## src/rtl/flash_spi_if.sv

```systemverilog
// Command handshake between the status poller and the flash SPI master.
// Latency: none; plain wires grouped for port hygiene.
// Backpressure: the SPI master signals readiness through m_busy and the completed levels.
interface flash_spi_if;
    logic [7:0] m_opcode;
    logic       m_addr_flag;
    logic       m_opcode_addr_trigger;
    logic       m_opcode_addr_completed;
    logic       m_data_trigger;
    logic       m_data_completed;
    logic [7:0] m_read_data;
    logic       m_finalize_trigger;
    logic       m_busy;

    // Poller side: drives the opcode/data/finalize triggers.
    modport master (
        output m_opcode,
        output m_addr_flag,
        output m_opcode_addr_trigger,
        output m_data_trigger,
        output m_finalize_trigger,
        input  m_opcode_addr_completed,
        input  m_data_completed,
        input  m_read_data,
        input  m_busy
    );

    // SPI master side: answers the triggers.
    modport slave (
        input  m_opcode,
        input  m_addr_flag,
        input  m_opcode_addr_trigger,
        input  m_data_trigger,
        input  m_finalize_trigger,
        output m_opcode_addr_completed,
        output m_data_completed,
        output m_read_data,
        output m_busy
    );
endinterface

```

## src/rtl/flash_status_poller.sv

```systemverilog
// Repeats RDSR (0x05) through the SPI master until WIP clears or MAX_POLLS is reached.
// Latency: start to opcode trigger is 2 clocks with an idle master; POLL_INTERVAL clocks between polls.
// Backpressure: waits on m_busy before each transaction and before leaving a finalize phase.
module flash_status_poller #(
    parameter int POLL_INTERVAL = 1000,
    parameter int MAX_POLLS     = 65535,
    parameter int CNT_W         = 16
) (
    input  logic       clk,
    input  logic       rst,
    input  logic       start,
    input  logic       abort,
    output logic       active,
    output logic       done,
    output logic       timeout,
    output logic       flash_busy,
    output logic       flash_wel,
    output logic [7:0] status_reg,
    flash_spi_if.master m
);

    typedef enum logic [2:0] {
        ST_IDLE,
        ST_ARB,
        ST_OPC,
        ST_DATA,
        ST_FIN,
        ST_GAP,
        ST_DONE,
        ST_FIN_ABORT
    } state_t;

    // An interval of 0 or 1 both mean a single gap clock.
    localparam logic [CNT_W-1:0] GAP_LAST = (POLL_INTERVAL <= 1) ? '0 : CNT_W'(POLL_INTERVAL - 1);
    localparam logic [CNT_W-1:0] POLL_MAX = CNT_W'(MAX_POLLS);

    state_t           state_q;
    state_t           state_d;
    logic             opc_cmp_q;
    logic             dat_cmp_q;
    logic             opc_rise;
    logic             dat_rise;
    logic [CNT_W-1:0] poll_cnt;
    logic [CNT_W-1:0] int_cnt;
    logic             fin_ready;
    logic             fin_timeout;
    logic             latch_sr;

    // Only 0->1 transitions of the completed levels advance the FSM.
    assign opc_rise = m.m_opcode_addr_completed & ~opc_cmp_q;
    assign dat_rise = m.m_data_completed & ~dat_cmp_q;

    // Finalize phase decisions, evaluated once the master has gone idle.
    assign fin_ready   = (state_q == ST_FIN) && !m.m_busy;
    assign fin_timeout = fin_ready && flash_busy && (poll_cnt >= POLL_MAX);
    assign latch_sr    = (state_q == ST_DATA) && !abort && dat_rise;

    // Previous-cycle copies of the completed inputs for edge detection.
    always_ff @(posedge clk) begin
        if (rst) begin
            opc_cmp_q <= 1'b0;
            dat_cmp_q <= 1'b0;
        end else begin
            opc_cmp_q <= m.m_opcode_addr_completed;
            dat_cmp_q <= m.m_data_completed;
        end
    end

    // State register.
    always_ff @(posedge clk) begin
        if (rst) begin
            state_q <= ST_IDLE;
        end else begin
            state_q <= state_d;
        end
    end

    // Next-state logic; abort takes priority over progress in every abortable state.
    always_comb begin
        state_d = state_q;
        case (state_q)
            ST_IDLE: begin
                if (start) begin
                    state_d = ST_ARB;
                end
            end
            ST_ARB: begin
                if (abort) begin
                    state_d = ST_IDLE;
                end else if (!m.m_busy) begin
                    state_d = ST_OPC;
                end
            end
            ST_OPC: begin
                if (abort) begin
                    state_d = ST_FIN_ABORT;
                end else if (opc_rise) begin
                    state_d = ST_DATA;
                end
            end
            ST_DATA: begin
                if (abort) begin
                    state_d = ST_FIN_ABORT;
                end else if (dat_rise) begin
                    state_d = ST_FIN;
                end
            end
            ST_FIN: begin
                if (fin_ready) begin
                    if (!flash_busy || fin_timeout) begin
                        state_d = ST_DONE;
                    end else begin
                        state_d = ST_GAP;
                    end
                end
            end
            ST_GAP: begin
                if (abort) begin
                    state_d = ST_IDLE;
                end else if (int_cnt >= GAP_LAST) begin
                    state_d = ST_ARB;
                end
            end
            ST_DONE: begin
                state_d = ST_IDLE;
            end
            ST_FIN_ABORT: begin
                if (!m.m_busy) begin
                    state_d = ST_IDLE;
                end
            end
            default: begin
                state_d = ST_IDLE;
            end
        endcase
    end

    // Moore outputs; finalize is high in every state without a live trigger.
    always_comb begin
        active                  = 1'b1;
        done                    = 1'b0;
        m.m_opcode              = 8'h05;
        m.m_addr_flag           = 1'b0;
        m.m_opcode_addr_trigger = 1'b0;
        m.m_data_trigger        = 1'b0;
        m.m_finalize_trigger    = 1'b1;
        case (state_q)
            ST_IDLE: begin
                active = 1'b0;
            end
            ST_OPC: begin
                m.m_opcode_addr_trigger = 1'b1;
                m.m_finalize_trigger    = 1'b0;
            end
            ST_DATA: begin
                m.m_opcode_addr_trigger = 1'b1;
                m.m_data_trigger        = 1'b1;
                m.m_finalize_trigger    = 1'b0;
            end
            ST_DONE: begin
                active = 1'b0;
                done   = 1'b1;
            end
            default: begin
                active = 1'b1;
            end
        endcase
    end

    // Status capture, poll accounting and the inter-poll gap counter.
    always_ff @(posedge clk) begin
        if (rst) begin
            timeout    <= 1'b0;
            flash_busy <= 1'b0;
            flash_wel  <= 1'b0;
            status_reg <= 8'h00;
            poll_cnt   <= '0;
            int_cnt    <= '0;
        end else begin
            if ((state_q == ST_IDLE) && start) begin
                timeout  <= 1'b0;
                poll_cnt <= '0;
            end
            if (latch_sr) begin
                status_reg <= m.m_read_data;
                flash_busy <= m.m_read_data[0];
                flash_wel  <= m.m_read_data[1];
                if (poll_cnt < POLL_MAX) begin
                    poll_cnt <= poll_cnt + CNT_W'(1);
                end
            end
            if (fin_timeout) begin
                timeout <= 1'b1;
            end
            if ((state_q == ST_FIN) && (state_d == ST_GAP)) begin
                int_cnt <= '0;
            end else if (state_q == ST_GAP) begin
                int_cnt <= int_cnt + CNT_W'(1);
            end
        end
    end

endmodule

```

## src/flat_wrapper.sv

```systemverilog
// flat-port wrapper written by rule: the top's interface ports become plain ports
module flash_status_poller_flat 
#(
    parameter int POLL_INTERVAL = 1000,
    parameter int MAX_POLLS     = 65535,
    parameter int CNT_W         = 16
)
  (clk, rst, start, abort, active, done, timeout, flash_busy, flash_wel, status_reg, m_m_opcode, m_m_addr_flag, m_m_opcode_addr_trigger, m_m_data_trigger, m_m_finalize_trigger, m_m_opcode_addr_completed, m_m_data_completed, m_m_read_data, m_m_busy);
  flash_spi_if m_i ();
  input  logic clk;
  input  logic rst;
  input  logic start;
  input  logic abort;
  output logic active;
  output logic done;
  output logic timeout;
  output logic flash_busy;
  output logic flash_wel;
  output logic [7:0] status_reg;
  output wire logic [$bits(m_i.m_opcode)-1:0] m_m_opcode;
  output wire logic [$bits(m_i.m_addr_flag)-1:0] m_m_addr_flag;
  output wire logic [$bits(m_i.m_opcode_addr_trigger)-1:0] m_m_opcode_addr_trigger;
  output wire logic [$bits(m_i.m_data_trigger)-1:0] m_m_data_trigger;
  output wire logic [$bits(m_i.m_finalize_trigger)-1:0] m_m_finalize_trigger;
  input wire logic [$bits(m_i.m_opcode_addr_completed)-1:0] m_m_opcode_addr_completed;
  input wire logic [$bits(m_i.m_data_completed)-1:0] m_m_data_completed;
  input wire logic [$bits(m_i.m_read_data)-1:0] m_m_read_data;
  input wire logic [$bits(m_i.m_busy)-1:0] m_m_busy;
  assign m_m_opcode = m_i.m_opcode;
  assign m_m_addr_flag = m_i.m_addr_flag;
  assign m_m_opcode_addr_trigger = m_i.m_opcode_addr_trigger;
  assign m_m_data_trigger = m_i.m_data_trigger;
  assign m_m_finalize_trigger = m_i.m_finalize_trigger;
  assign m_i.m_opcode_addr_completed = m_m_opcode_addr_completed;
  assign m_i.m_data_completed = m_m_data_completed;
  assign m_i.m_read_data = m_m_read_data;
  assign m_i.m_busy = m_m_busy;
  flash_status_poller #(.POLL_INTERVAL(POLL_INTERVAL), .MAX_POLLS(MAX_POLLS), .CNT_W(CNT_W)) u_core (.clk(clk), .rst(rst), .start(start), .abort(abort), .active(active), .done(done), .timeout(timeout), .flash_busy(flash_busy), .flash_wel(flash_wel), .status_reg(status_reg), .m(m_i));
endmodule
```

## config.mk

```make
export PLATFORM = sky130hd
export DESIGN_NAME = flash_status_poller_flat
export DESIGN_NICKNAME = d
export VERILOG_FILES = /design/src/rtl/flash_spi_if.sv /design/src/rtl/flash_status_poller.sv /design/src/flat_wrapper.sv
export SDC_FILE = /design/constraint.sdc
export NUM_CORES = 1
export LEC_CHECK = 0
export CORE_MARGIN = 4
export CORE_UTILIZATION = 29
export DETAILED_ROUTE_END_ITERATION = 10
export GPL_TIMING_DRIVEN = 0
export PLACE_DENSITY = 0.54
export SYNTH_ARGS = -nofsm -noshare
export SYNTH_HDL_FRONTEND = slang
export SYNTH_SLANG_ARGS = --single-unit
export TNS_END_PERCENT = 50
```

## constraint.sdc

```tcl
create_clock -name clk -period 2.2 [get_ports clk]
set_clock_uncertainty 0.2 [all_clocks]
set_input_delay 0.55 -clock clk [delete_from_list [all_inputs] [get_ports clk]]
set_output_delay 0.55 -clock clk [all_outputs]
set_load 0.01 [all_outputs]
```

==> results.yml <==
outcome:
  status: "finished clean"
place:
  place_hpwl_um: 4264
  placed_cells: 437
  io_buffers: 30
  place_ws_ns: -0.6127
  routabilityCongestion: 0.7777
global_route:
  track_usage_pct: 12.05
  grt_pass1_vias: 2064
  grt_pass1_wl_um: 9963
  grt_overflow: 0
  antenna_found_initial: 0
  grt_max_degree: 16
cells_and_area:
  layout-drive-gt1-share_pct: 18.44
  syn2layout_area_growth_pct: 29.70
  nFillCells: 842
  instances_no_fill: 452
  nets: 363
  postLayoutCoreUtil_pct: 38.63
  antenna_cells: 0
setup_path:
  cp_slowest_stage_delay_ns: 0.38
  crit_family: "simple AND/OR/NAND/NOR gates"
  worst_ep_required_time_ns: 1.45
  cp_slowest_cell: "dfxtp_4"
  critPathMaxFanout: 10
  cp_cell_sequence: "buf_8 -> nor2b_1 -> or3_1 -> buf_2"
  worstSetupStartpointType: "flip-flop"
  arrival_ns: 1.42
  crit_type: "reg2out"
  crit_buf_inv: 2
  endpoint_kind: "primary output"
synthesis:
  synth_top_area_cell: "dfxtp_1"
  async_reset_ff_share_pct: 0
  syn_inst: 295
  ys.flop_type: "dfxtp_1"
  synth_edf_count: 0
  yosysSeqAreaShare_pct: 37.63
  syn_area_per_cell_um2: 8.296
  synth_warnings: 0
  netlist.area_leader.share_pct: 37.63
  ys_seq_elements: 46
  synth_area_leaders: "dfxtp_1 38%, nand2_1 5.1%, a21oi_1 4.5%, buf_4 3.7%, nand3_1 3.3%"
  synth.distinct_cells: 55
  netlist_area_um2: 2447
sta:
  period_minus_slack_ns: 2.173
  rsz0062_at_grt: "true"
  hold_viol_final: 0
  setup_viol: 0
  slew_headroom_pct: 53.08
  fin_ws_ns: 0.02712
  setup_tns_ns: 0
  clock.fmax_mhz: 460.2
  maxSlewViolCount: 0
  tightest_slew_ns: 0.6980
  post-route-period-util_pct: 98.77
routing:
  wl_per_cell_um: 13.30
  drt_first_pass_iters: 4
  drt_iter0_drc: 83
  drtAntennaViolNets: 0
  avgViaCountPerCell: 5.000
  vias: 2260
  drcViolationCount: 0
  wl_um: 6010
die:
  core_um2: 8217
  die_area_um2: 9973
  die_y_um: 99.87
  io_pins: 40
  num_rows: 33
  initial_core_util_pct: 29.79
  die_x_um: 99.87
cts:
  cts_buffers: 5
  holdBufCountCts: 0
  cts_root_buf: "clkbuf_8"
  cts_buffer_depth: 2
  clk_pin_slew_ns: 0.10
  htree_levels: 2
  cts_tree: "built"
  clk_latency_ns: 0.30
  clock_sinks: 46
power:
  power_frac_seq_pct: 56.5
  power.density_nw_per_um2: 466.8
  finalPower_uw: 1482
  p_sw_uw: 371.1
  p_int_uw: 1111
  pwr-share-comb_pct: 7.2
  clockPowerShare_pct: 36.3
  leakage_uw: 0.001052
  peakVddDrop_v: 0.0002205
  swShare_pct: 25.04
run:
  cap_violations: 0
hold_path:
  hold_path.class: "reg2reg"
-- cells in the mapped netlist (9+ instances only) --
library cell,number
buf_4,12
a21oi_1,22
dfxtp_1,46
nor2_1,17
nand2_1,33
or3_1,9
nand3_1,16
or4_1,9
nand4_1,10
nor4_1,11
inv_1,9
xnor2_1,9
-- per-layer routing --
| metal | track usage (%) | routed length, um | up-vias |
|---|---|---|---|
| met3 | 3.683 | 321 | 2 |
| met2 | 19.60 | 2827 | 41 |
| met5 | 0 | 0 | - |
| li1 | - | - | 1167 |
| met1 | 15.92 | 2846 | 1050 |
| met4 | 2.206 | 15 | 0 |
-- through the flow --
stage	hold WS, ns	area [um2]
2_1_floorplan	0.2466	2474
3_3_place_gp	0.2424	2905
3_5_place_dp	0.2488	2905
4_1_cts	0.2647	3082
5_1_grt	0.2927	3174
6_report	0.2615	3174
-- final cells by class --
| cell class | instances | area, um2 | area share [%] |
|---|---|---|---|
| clock inverters | 3 | 21.27 | 0.6701 |
| flip-flops and latches | 46 | 933.4 | 29.40 |
| multi-input cells | 222 | 1456 | 45.88 |
| clock buffers | 5 | 68.82 | 2.168 |
| inverters | 9 | 33.78 | 1.064 |
| well taps | 105 | 131.4 | 4.139 |
| repair buffers | 38 | 355.3 | 11.19 |
| plain buffers | 24 | 173.9 | 5.479 |
-- cell usage in the layout, fill, tap and decap left out, types with 10 or more instances in the layout --
cell             count
nand3_1             14
nor2_1              17
dfxtp_1             40
buf_4               19
nand2_1             32
clkdlybuf4s50_1     23
nor4_1              11
nand4_1             10
a21oi_1             22
-- worst min-delay path, stage by stage, from the launching register on --
cell,delay (ns)
dfxtp_1,0.32
nand2_1,0.05
a21oi_1,0.05
-- what timing repair did --
item | 4_1_cts | 5_1_grt
pin swaps | 4 | 2
setup buffers | 1 | 7
endpoints found under the setup margin | 40 | 32
gates resized for setup | 34 | 14
-- final timing paths --
check,start,endpoint,slack [ns],cells after the start
max,u_core.state_q[2]$_SDFF_PP0_,active,0.03,4
max reg2reg,u_core.state_q[1]$_SDFF_PP0_,u_core.int_cnt[13]$_SDFFE_PP0P_,0.15,5
min reg2reg,u_core.status_reg[5]$_SDFFE_PP0P_,u_core.status_reg[5]$_SDFFE_PP0P_,0.26,2
min,u_core.status_reg[5]$_SDFFE_PP0P_,u_core.status_reg[5]$_SDFFE_PP0P_,0.26,2
-- power by group through the flow --
stage	sequential (uW)	clock (uW)	combinational (uW)
detailed placement	857	0	100
global route	838	586	117
global placement	857	0	101
floorplan	857	0	54.6
CTS	838	559	104
finish	837	539	106
-- cells by family (layout without fill, tap and decap cells) --
kind of cell / after synthesis / in the layout / share of synthesized area [%]
other cells: 2 / 9 / 0.3069
mux: 3 / 3 / 1.278
fa+ha+maj: 2 / 2 / 1.022
buf+inv: 34 / 79 / 7.260
flops: 46 / 46 / 37.63
compound gates: 57 / 57 / 14.98
simple gates: 139 / 139 / 33.23
xor+xnor: 12 / 12 / 4.295
Note: power is estimated with default switching activity, not from simulation.
